**src/rtl/alarm_setter.sv**
```systemverilog
// alarm_setter
//   Front-panel editor for the two BCD alarm registers (HH:MM) and the alarm
//   enable. Raw buttons are synchronized and edge-detected. A small FSM then
//   walks the four editable fields and edits shadow copies. The shadows are
//   copied into alarm1/alarm2 together on the final mode press, so the
//   comparator never sees a half-edited alarm.
//
// Optional build macro: ALARM_SETTER_AUTOREPEAT_EN
//   When defined, holding inc or dec produces repeated steps.
//
// Ports
//   clk         in   1   system clock (1 Hz), rising edge
//   reset       in   1   asynchronous, active-high reset
//   btn_mode    in   1   raw: enter edit / advance field / commit
//   btn_inc     in   1   raw: increment current field
//   btn_dec     in   1   raw: decrement current field
//   btn_cancel  in   1   raw: abandon edit
//   btn_en      in   1   raw: toggle alarm_en (IDLE only)
//   alarm1      out  16  committed alarm1, BCD HHMM
//   alarm2      out  16  committed alarm2, BCD HHMM
//   alarm_en    out  1   alarm enable
//   editing     out  1   high in any edit state
//   edit_field  out  2   0=A1 hour, 1=A1 min, 2=A2 hour, 3=A2 min
//   edit_value  out  8   BCD value of the field being edited
//
// State  | meaning
// IDLE   | not editing, committed values shown to the comparator
// A1H    | editing alarm1 hours
// A1M    | editing alarm1 minutes
// A2H    | editing alarm2 hours
// A2M    | editing alarm2 minutes; mode press commits
module alarm_setter #(
    parameter logic [15:0] A1_RESET       = 16'h0700,
    parameter logic [15:0] A2_RESET       = 16'h0730,
    parameter int unsigned TIMEOUT_CYCLES = 30,
    parameter int unsigned REPEAT_DELAY   = 3,
    parameter int unsigned REPEAT_RATE    = 1
) (
    input  logic        clk,
    input  logic        reset,
    input  logic        btn_mode,
    input  logic        btn_inc,
    input  logic        btn_dec,
    input  logic        btn_cancel,
    input  logic        btn_en,
    output logic [15:0] alarm1,
    output logic [15:0] alarm2,
    output logic        alarm_en,
    output logic        editing,
    output logic [1:0]  edit_field,
    output logic [7:0]  edit_value
);

    typedef enum logic [2:0] {ST_IDLE, ST_A1H, ST_A1M, ST_A2H, ST_A2M} state_t;

    localparam int TW = $clog2(TIMEOUT_CYCLES + 1);
    localparam logic [TW-1:0] TMO_LAST = TW'(TIMEOUT_CYCLES - 1);

    // Button vector bit order: 0 mode, 1 inc, 2 dec, 3 cancel, 4 en
    logic [4:0]    raw, sync1_q, sync2_q, prev_q, press;
    state_t        state_q, state_d;
    logic [15:0]   s1_q, s1_d, s2_q, s2_d;
    logic [15:0]   a1_q, a1_d, a2_q, a2_d;
    logic          en_q, en_d;
    logic [TW-1:0] tmo_q, tmo_d;
    logic          rep_inc, rep_dec;
    logic          step_up, step_dn, any_press;

    assign raw   = {btn_en, btn_cancel, btn_dec, btn_inc, btn_mode};
    assign press = sync2_q & ~prev_q;

    // Step a BCD field by one, wrapping modulo 'modulus' (24 or 60).
    function automatic logic [7:0] bcd_step(input logic [7:0] v, input logic up,
                                            input logic [6:0] modulus);
        logic [6:0] b;
        b = 7'(v[7:4]) * 7'd10 + 7'(v[3:0]);
        if (up) b = (b >= modulus - 7'd1) ? 7'd0 : b + 7'd1;
        else    b = (b == 7'd0 || b >= modulus) ? modulus - 7'd1 : b - 7'd1;
        return {4'(b / 7'd10), 4'(b % 7'd10)};
    endfunction

`ifdef ALARM_SETTER_AUTOREPEAT_EN
    localparam int unsigned REP_MAX = (REPEAT_DELAY + 1 > REPEAT_RATE) ? REPEAT_DELAY + 1
                                                                      : REPEAT_RATE;
    localparam int RW = $clog2(REP_MAX + 1);

    logic [RW-1:0] rep_cnt_q, rep_cnt_d, rep_lim;
    logic          rep_run_q, rep_run_d, rep_held, rep_fire;

    // The counter is 0 in the cycle carrying the edge press, so the first
    // repeat lands REPEAT_DELAY+1 cycles after it; later ones every REPEAT_RATE.
    assign rep_held = sync2_q[1] ^ sync2_q[2];
    assign rep_lim  = rep_run_q ? RW'(REPEAT_RATE) : RW'(REPEAT_DELAY + 1);
    assign rep_fire = rep_held && (rep_cnt_q == rep_lim);
    assign rep_inc  = rep_fire & sync2_q[1];
    assign rep_dec  = rep_fire & sync2_q[2];

    always_comb begin
        rep_cnt_d = rep_cnt_q + 1'b1;
        rep_run_d = rep_run_q;
        if (!rep_held) begin
            rep_cnt_d = '0;
            rep_run_d = 1'b0;
        end else if (rep_fire) begin
            rep_cnt_d = RW'(1);
            rep_run_d = 1'b1;
        end
    end

    always_ff @(posedge clk or posedge reset) begin
        if (reset) begin
            rep_cnt_q <= '0;
            rep_run_q <= 1'b0;
        end else begin
            rep_cnt_q <= rep_cnt_d;
            rep_run_q <= rep_run_d;
        end
    end
`else
    assign rep_inc = 1'b0;
    assign rep_dec = 1'b0;
`endif

    always_comb begin
        state_d   = state_q;
        s1_d      = s1_q;
        s2_d      = s2_q;
        a1_d      = a1_q;
        a2_d      = a2_q;
        en_d      = en_q;
        tmo_d     = '0;
        step_up   = press[1] | rep_inc;
        step_dn   = press[2] | rep_dec;
        any_press = (|press) | rep_inc | rep_dec;

        if (state_q == ST_IDLE) begin
            if (press[4]) en_d = ~en_q;
            if (!press[3] && press[0]) begin
                s1_d    = a1_q;
                s2_d    = a2_q;
                state_d = ST_A1H;
            end
        end else begin
            tmo_d = any_press ? '0 : tmo_q + 1'b1;
            if (press[3]) begin
                state_d = ST_IDLE;
            end else if (press[0]) begin
                case (state_q)
                    ST_A1H:  state_d = ST_A1M;
                    ST_A1M:  state_d = ST_A2H;
                    ST_A2H:  state_d = ST_A2M;
                    default: begin
                        a1_d    = s1_q;
                        a2_d    = s2_q;
                        state_d = ST_IDLE;
                    end
                endcase
            end else if (!any_press && tmo_q == TMO_LAST) begin
                state_d = ST_IDLE;
            end else if (step_up ^ step_dn) begin
                case (state_q)
                    ST_A1H:  s1_d[15:8] = bcd_step(s1_q[15:8], step_up, 7'd24);
                    ST_A1M:  s1_d[7:0]  = bcd_step(s1_q[7:0],  step_up, 7'd60);
                    ST_A2H:  s2_d[15:8] = bcd_step(s2_q[15:8], step_up, 7'd24);
                    default: s2_d[7:0]  = bcd_step(s2_q[7:0],  step_up, 7'd60);
                endcase
            end
        end
    end

    always_ff @(posedge clk or posedge reset) begin
        if (reset) begin
            sync1_q <= '0;
            sync2_q <= '0;
            prev_q  <= '0;
            state_q <= ST_IDLE;
            s1_q    <= A1_RESET;
            s2_q    <= A2_RESET;
            a1_q    <= A1_RESET;
            a2_q    <= A2_RESET;
            en_q    <= 1'b1;
            tmo_q   <= '0;
        end else begin
            sync1_q <= raw;
            sync2_q <= sync1_q;
            prev_q  <= sync2_q;
            state_q <= state_d;
            s1_q    <= s1_d;
            s2_q    <= s2_d;
            a1_q    <= a1_d;
            a2_q    <= a2_d;
            en_q    <= en_d;
            tmo_q   <= tmo_d;
        end
    end

    always_comb begin
        editing    = (state_q != ST_IDLE);
        edit_field = 2'd0;
        edit_value = 8'h00;
        case (state_q)
            ST_A1H: begin edit_field = 2'd0; edit_value = s1_q[15:8]; end
            ST_A1M: begin edit_field = 2'd1; edit_value = s1_q[7:0];  end
            ST_A2H: begin edit_field = 2'd2; edit_value = s2_q[15:8]; end
            ST_A2M: begin edit_field = 2'd3; edit_value = s2_q[7:0];  end
            default: ;
        endcase
    end

    assign alarm1   = a1_q;
    assign alarm2   = a2_q;
    assign alarm_en = en_q;

endmodule

```
**config.mk**
```make
export PLATFORM = sky130hd
export DESIGN_NAME = alarm_setter
export DESIGN_NICKNAME = d
export VERILOG_FILES = /design/src/rtl/alarm_setter.sv
export SDC_FILE = /design/constraint.sdc
export NUM_CORES = 1
export LEC_CHECK = 0
export BUFFER_PORTS_ARGS = -buffer_cell sky130_fd_sc_hd__buf_2
export CORE_MARGIN = 10
export CORE_UTILIZATION = 40
export CTS_BUF_LIST = sky130_fd_sc_hd__clkbuf_8
export CTS_CLUSTER_DIAMETER = 150
export DETAILED_ROUTE_END_ITERATION = 16
export PLACE_DENSITY = 0.56
export SLEW_MARGIN = 40
export SYNTH_ARGS = -nofsm -noshare
export SYNTH_HDL_FRONTEND = slang
export SYNTH_SLANG_ARGS = --single-unit
```
**constraint.sdc**
```tcl
create_clock -name clk -period 10.15 [get_ports clk]
set_clock_uncertainty 0.15 [all_clocks]
set_input_delay 1.5225 -clock clk [delete_from_list [all_inputs] [get_ports clk]]
set_output_delay 1.5225 -clock clk [all_outputs]
set_load 0.02 [all_outputs]
```
==> results of run 1 <==
-- routing by layer --
layer | global-route usage (%) | up-vias
met5 | 0 | -
met4 | 5.82 | 0
met2 | 28.1 | 167
met1 | 21.6 | 2968
li1 | - | 2925
met3 | 2.12 | 27
-- state kept, by name (all words and copies together) (netlist names) --
register and count:
alarm1 16, sync2_q 5, s1_q 16, s2_q 16, alarm2 16, prev_q 5, state_q 3, tmo_q 5
alarm_en 1, sync1_q 5
-- per-stage QoR --
| step | setup slack, ns | instance area, um^2 |
|---|---|---|
| after floorplan | 5.01 | 6900 |
| after global placement | 4.81 | 7340 |
| after detailed placement | 4.57 | 7350 |
| after CTS | 4.55 | 7560 |
| after global routing | 4.14 | 7560 |
| final | 4.47 | 7560 |
-- worst paths after layout --
kind | from | end | slack (ns) | cells after the start
max reg2reg | s2_q[4] | s2_q[1] | 4.47 | 21
max | s2_q[4] | s2_q[1] | 4.47 | 21
min reg2reg | sync1_q[0] | sync2_q[0] | 0.20 | 0
min in group asynchronous | reset | s1_q[12] | 1.04 | 2
max in group asynchronous | reset | state_q[1] | 7.68 | 3
min | sync1_q[0] | sync2_q[0] | 0.20 | 0
-- cell type report --
cell class	count	area (um^2)
Clock buffer	11	151
Clock inverter	5	56.3
Fill cell	1659	9200
Inverter	36	136
Multi-Input combinational cell	622	4420
Sequential cell	88	2220
Tap cell	220	275
Timing Repair Buffer	56	295
-- logic make-up after synthesis --
| group | Yosys count |
|---|---|
| AO/OA/AOI/OAI | 238 |
| XOR/XNOR | 44 |
| adder cells (fa/ha/maj) | 53 |
| buffers and inverters | 71 |
| flip-flops | 88 |
| multiplexers | 35 |
| AND/OR/NAND/NOR | 252 |
-- cells in the final DEF (no fill, tap or decap), drive strengths merged, types with 7 or more instances in the layout --
cell,n
a211oi,8
a21o,11
a21oi,40
a22oi,10
a31oi,9
buf,56
clkbuf,11
dfrtp,71
dfstp,17
fa,8
ha,44
inv,35
mux2,23
mux2i,12
nand2,74
nand2b,9
nand3,27
nor2,54
nor2b,17
nor3,18
nor4,8
o211ai,13
o21ai,62
o22ai,20
or2,8
or3,7
xnor2,24
xor2,20
==> results.txt, run 1 <==
- Outcome: finished, final reports clean
- Crit. End Element: flip-flop
- Seq/Total Area, Yosys: 32.2%
- The worst setup path is launched from a flip-flop.
- Global routing used 16.7% of the available tracks across all layers.
- Kind of critical path: flip-flop to flip-flop
* Net count of the mapped netlist: 840
- Total CTS buffers: 9
- The first global-routing pass estimated 31300 um of wire.
- Via density per instance: slightly below 6
* Critical path buffers and inverters: 0
* Area enclosed by the die boundary: 22900 um^2
* # setup viols final: 0
- Number of max-cap violations: 0
- The biggest area contributor in the post-synthesis netlist is sky130_fd_sc_hd__dfrtp_1.
* Total met2 wirelength after detailed routing: 9150 um
- For this block, wires on met1 add up to 8720 um.
- The die is 151 um tall.
* Uppermost layer routed: met4
- The congestion estimate from routability-driven global placement came to slightly below 0.9.
- Placement row count: 47
- Highest fanout seen on the critical path: 8
- Number of synthesized register bits: 88
* Number of slew-limit violations in the final report: 0
- Post-route non-filler standard cell count: 1038
* Worst path slowest cell: sky130_fd_sc_hd__dfstp_2
* Count of antenna diodes in the layout: 0
* Share of post-route cells with drive strength above 1: 18.0%
- Clock input transition at the sequential cells of the worst setup and hold paths: approximately 0.08 ns
* Data arrival time at the worst-slack endpoint: around 5.8 ns
- Worst Hold Slack: 0.202 ns
- Among all cell types in the netlist, the one instantiated most often is sky130_fd_sc_hd__nand2_1.
- Crit path time final: around 5.7 ns
- Summing the areas of all compound-gate instances in the mapped netlist gives 24.1% of the synthesized area.
- After detailed routing, the number of remaining DRC violations is 0.
* Layout-stage area growth over the synthesis result: 9.59%
- Wires add up to 19000 um.
- Maximum count of clock buffers along a single path: 2
- Once the clock tree was built, the setup fixing pass inserted 0 buffers.
* Starting density of the core: roughly 41%
- Drt initial violations: ~520
- After layout, the worst path uses 56.0% of the clock period.
- Buffers inserted to repair hold after CTS numbered 0.
* Highest achievable clock rate: 176 MHz
* Kind of cell with the highest combined delay on the critical path: compound AO/OA/AOI/OAI gates
- Walking the worst path, the cells encountered are ha_1, ha_1, xnor2_1, nand2_1, o31a_1, o221ai_1, o22ai_1, a21o_1, nand3_1, a21boi_0, ha_1, nand3_1, o41ai_1, a31o_2, o211ai_1, o31a_1, xnor2_2, ha_1, nand3_1, a21o_1, a41oi_1.
- Top-level port count: 51
- The clock tree synthesis step divided the H-tree into 3 levels.
- Number of placed instances with taps included: 1022
* Count of synthesis-stage warnings from yosys: 0
- In the synthesized netlist, the cells that appear most often are 74 x sky130_fd_sc_hd__nand2_1, 71 x sky130_fd_sc_hd__dfrtp_1, 54 x sky130_fd_sc_hd__nor2_1, 54 x sky130_fd_sc_hd__o21ai_0, 44 x sky130_fd_sc_hd__ha_1.
- The tree is rooted in a sky130_fd_sc_hd__clkbuf_8.
* Slew HR: 50.2%
* Quantity of I/O buffers inserted on ports: 50
* Fraction of the mapped netlist area in simple logic gates: 18.0%
- Across all layers, the routed design uses 6087 vias.
* Final-stage net count: 872
- Post-route ant nets: 0
- Count of mapped cells out of synthesis: 781
- Gates resized, CTS repair: 0
* Post-synthesis adder-cell area fraction: 10.4%
- Die span in x: around 150 um
* Multiplexer fraction of the synthesized cell area: 5.50%
- The count of final hold-check violations came to 0.
- TritonCTS sink count: 88
- Clock latency of the later-clocked register in the worst-skew pair: 0.37 ns
- The wire-length estimate of the detail-placed layout is 14200 um.
* Async set or reset register ratio after synthesis: 100%
- Total standard cell area after synthesis: 6900 um^2
- The initial antenna violation count was 0.
* Synth cell types: between 80 and 90
- Clock tree from TritonCTS: built
* Area share of the largest cell type after synthesis: 25.8%
- Met3 wirelength from detailed routing: 814 um
* Combinational family with the most area after synthesis: compound AO/OA/AOI/OAI gates
* Leading post-synthesis cells by cell area: sky130_fd_sc_hd__dfrtp_1 26%, sky130_fd_sc_hd__ha_1 8.0%, sky130_fd_sc_hd__dfstp_2 6.5%
- Worst path max stage delay: 0.58 ns
- Actual slew at the worst max-slew pin: 0.747 ns
- In this run, synthesis inferred 0 flip-flops with an integrated enable.
* Final TNS setup: 0 ns
* Top_reg_cell synth: sky130_fd_sc_hd__dfrtp_1
- The via count of the first global-routing pass came to 6075.
- Entering global routing, the biggest net connects between 50 and 60 pins.
- Tightest Hold Check Type: flip-flop to flip-flop
- Cells fill 45.1% of the core in the end.
- Setup repair after global routing missed its margin: no
- Total core area: 16800 um^2
- At the worst endpoint, the required time is slightly above 10 ns.
- Fraction of synthesized cell area in xor and xnor cells: 5.80%
- Detailed-route wire length per cell: 18.3 um
* Total overflow reported by the global router: 0
- Critical path's most frequent cell: sky130_fd_sc_hd__ha_1
- The average instance in the mapped netlist occupies about 9 um^2.
- Before antenna repair, the detailed router went through 6 iterations.
Power of run 1 is left out: the tool's default activity adds up to more than one toggle a clock period on the data nets, which glitch-free logic cannot reach.
==> run 2, diff against run 1 <==
- clock period: 10.15 -> 5.95 ns (I/O delays scaled with it)
==> run 2 against run 1 <==
Effect of this change:
- via count increased by 0.25%
- critical path depth decreased by 1
- cell count increased by 0.19%
- fmax increased by 0.89%
- clock-buffer cell count decreased by 2
- critical path type unchanged
- first-iteration DRC count decreased by 40%
- core utilization increased by 0.23 points
- global-route usage about the same
- register-to-register slack got worse by 4.2 ns
- highest routed layer unchanged
==> results.txt, run 2 (synthesis gave the netlist of run 1 again) <==
* Outcome: finished, final reports clean
- The number of cell rows came to 47 (unchanged).
- The detailed router's first-iteration violation count came to 313 (-40%).
* Total overflow reported by the global router: 0 (unchanged)
* Clock tree from TritonCTS: built
- Die span in x: 151 um (unchanged)
- The clock period minus final worst setup slack was 5.63 ns (-0.0499 ns).
- Flop-to-flop setup slack: 0.32 ns (-4.15 ns)
- Required time of the critical path: 6.08 ns (-4.19 ns)
* Maximum count of clock buffers along a single path: 2 (unchanged)
* Crit. End Element: flip-flop
* Post-route non-filler standard cell count: 1040 (+0.19%)
* Kind of critical path: flip-flop to flip-flop
* Number of global-route vias before repair: 6014 (-1.0%)
* Clock root buffer: sky130_fd_sc_hd__clkbuf_8
- The remaining antenna violation count came to 0 (unchanged).
- The full die area came to 22900 um^2 (unchanged).
* Final Hold Vio Count: 0 (unchanged)
* Slew HR: 48.6% (-1.7 points)
- The length in cells of the worst reg-to-reg path is 20 (-4.8%).
- GR Util All Layers: 16.7% (-0.040 points)
- Post-detailed-placement cell area: 7360 um^2 (+0.14%)
- Quantity of I/O buffers inserted on ports: 50 (unchanged)
* Detailed-route wire length per cell: 18.4 um (+0.15%)
* Number of vias after detailed routing: 6102 (+0.25%)
- The worst register-to-register path begins at s2_q[5].
* Actual slew at the worst max-slew pin: 0.772 ns (+0.0248 ns)
* Number of placed instances with taps included: 1024 (+0.20%)
* Part of the cycle the worst path needs: 94.7% (+39 points)
- The final antenna diode count is 0 (unchanged).
* Number of slew-limit violations in the final report: 0 (unchanged)
* Design Area, Final: 7600 um^2 (+0.51%)
- Number of cells traversed by the worst hold path: 0 (unchanged)
- The worst hold path begins at sync1_q[1].
* Via density per instance: 5.87 (about the same)
- Leaving out fill and tap cells, the most frequent cells in the layout are 74 x sky130_fd_sc_hd__nand2_1, 70 x sky130_fd_sc_hd__dfrtp_1, 54 x sky130_fd_sc_hd__o21ai_0.
- Tightest Hold Check Type: flip-flop to flip-flop
- Most common cell after layout, fill and taps aside: sky130_fd_sc_hd__nand2_1
* Terminating pin of the worst hold path: sync2_q[1]
* First-pass detailed-route iteration total: 7 (+1)
- The worst setup path is launched from a flip-flop.
- Top-level port count: 51 (unchanged)
- DRC violations left: 0 (unchanged)
- Number of antenna violations at the first check in global routing: 0 (unchanged)
- The vertical extent of the die is 151 um (unchanged).
* Final-stage net count: 874 (+0.23%)
- The worst hold slack after final layout was 0.206 ns (+0.00367 ns).
- The number of buffers added to fix hold violations after cts came to 0 (unchanged).
- Detailed Place HPWL: 14200 um (-0.18%)
* Layout-stage area growth over the synthesis result: 10.2%
- The summed negative setup slack over all endpoints was 0 ns (unchanged).
- Data arrival time at the worst-slack endpoint: 5.76 ns (-0.05 ns)
* Total core area: 16800 um^2 (unchanged)
* First-pass GRT wire length: 31100 um (-0.51%)
* Starting density of the core: 41.2% (unchanged)
- The max-cap check violation count came to 0 (unchanged).
* Total CTS buffers: 9 (unchanged)
- Highest fanout seen on the critical path: 6 (-2)
* Largest net degree at the start of global routing: 53 (-5.4%)
* Share of post-route cells with drive strength above 1: 18.5% (+0.57 points)
- Highest achievable clock rate: 178 MHz (+0.89%)
- Wire length reported by the detailed router: 19100 um (+0.35%)
* Clock latency of the later-clocked register in the worst-skew pair: 0.37 ns (about the same)
- The number of setup violations in the final report was 0 (unchanged).
- The endpoint identified for the worst register-to-register timing path is s2_q[1].
* Clock input transition at the sequential cells of the worst setup and hold paths: 0.09 ns (about the same)
- The CTS sink count came to 88 (unchanged).
- The total number of H-tree levels was 3 (unchanged).
- Setup repair after global routing left no endpoint under its margin.
* Routability congestion estimate from global placement: 0.860 (-1.1%)
==> run 2: worst max path at each step <==
stage | startpoint | to | cells past startpoint
3_3_place_gp | s1_q[5] | s1_q[2] | 22
4_1_cts | s1_q[5] | s1_q[2] | 22
3_5_place_dp | s1_q[5] | s1_q[2] | 22
6_report | s2_q[5] | s2_q[1] | 20
5_1_grt | s2_q[5] | s2_q[1] | 20
2_1_floorplan | s2_q[5] | s2_q[2] | 21
==> run 2: timing repair <==
| action | CTS | global route |
|---|---|---|
| buffers inserted | 0 | 0 |
| endpoints found under the setup margin | 0 | 7 |
| gates resized for setup | 0 | 6 |
| hold endpoints to repair | 0 | 0 |
==> run 2: final cells by class <==
class,instances,area [um^2]
Timing Repair Buffer,58,310
Inverter,36,136
Sequential cell,88,2220
Tap cell,220,275
Multi-Input combinational cell,622,4460
Clock buffer,9,124
Fill cell,1645,9160
Clock inverter,7,72.6
==> run 2: metal layers <==
layer / part of all wire [%] / GRT usage (%)
met1: 45 / 21.7
met2: 48 / 27.7
met3: 5.3 / 3.28
met4: 1.4 / 4.48
met5: 0 / 0
==> run 2: metrics by stage <==
stage	setup WS, ns	util [%]
floorplan	0.809	-
global placement	0.560	43.9
detailed placement	0.355	43.9
CTS	0.308	45.1
global route	0.0241	45.3
finish	0.317	45.3
==> run 2: worst max-delay path, stage by stage (launching register included) <==
cell                       delay (ns)
sky130_fd_sc_hd__dfstp_2         0.61
sky130_fd_sc_hd__ha_1            0.26
sky130_fd_sc_hd__ha_1            0.21
sky130_fd_sc_hd__fa_1            0.63
sky130_fd_sc_hd__xor2_1          0.19
sky130_fd_sc_hd__o32a_1          0.43
sky130_fd_sc_hd__or2_1           0.27
sky130_fd_sc_hd__a31o_2          0.27
sky130_fd_sc_hd__nand3_1         0.12
sky130_fd_sc_hd__a21boi_0        0.27
sky130_fd_sc_hd__ha_1            0.26
sky130_fd_sc_hd__nand3_1         0.10
sky130_fd_sc_hd__o41ai_1         0.28
sky130_fd_sc_hd__a31o_2          0.20
sky130_fd_sc_hd__o211ai_1        0.10
sky130_fd_sc_hd__o31a_1          0.17
sky130_fd_sc_hd__xnor2_2         0.28
sky130_fd_sc_hd__ha_2            0.29
sky130_fd_sc_hd__nand3_1         0.08
sky130_fd_sc_hd__a21o_1          0.18
sky130_fd_sc_hd__a41oi_1         0.19
Power of run 2 is left out for the same reason.
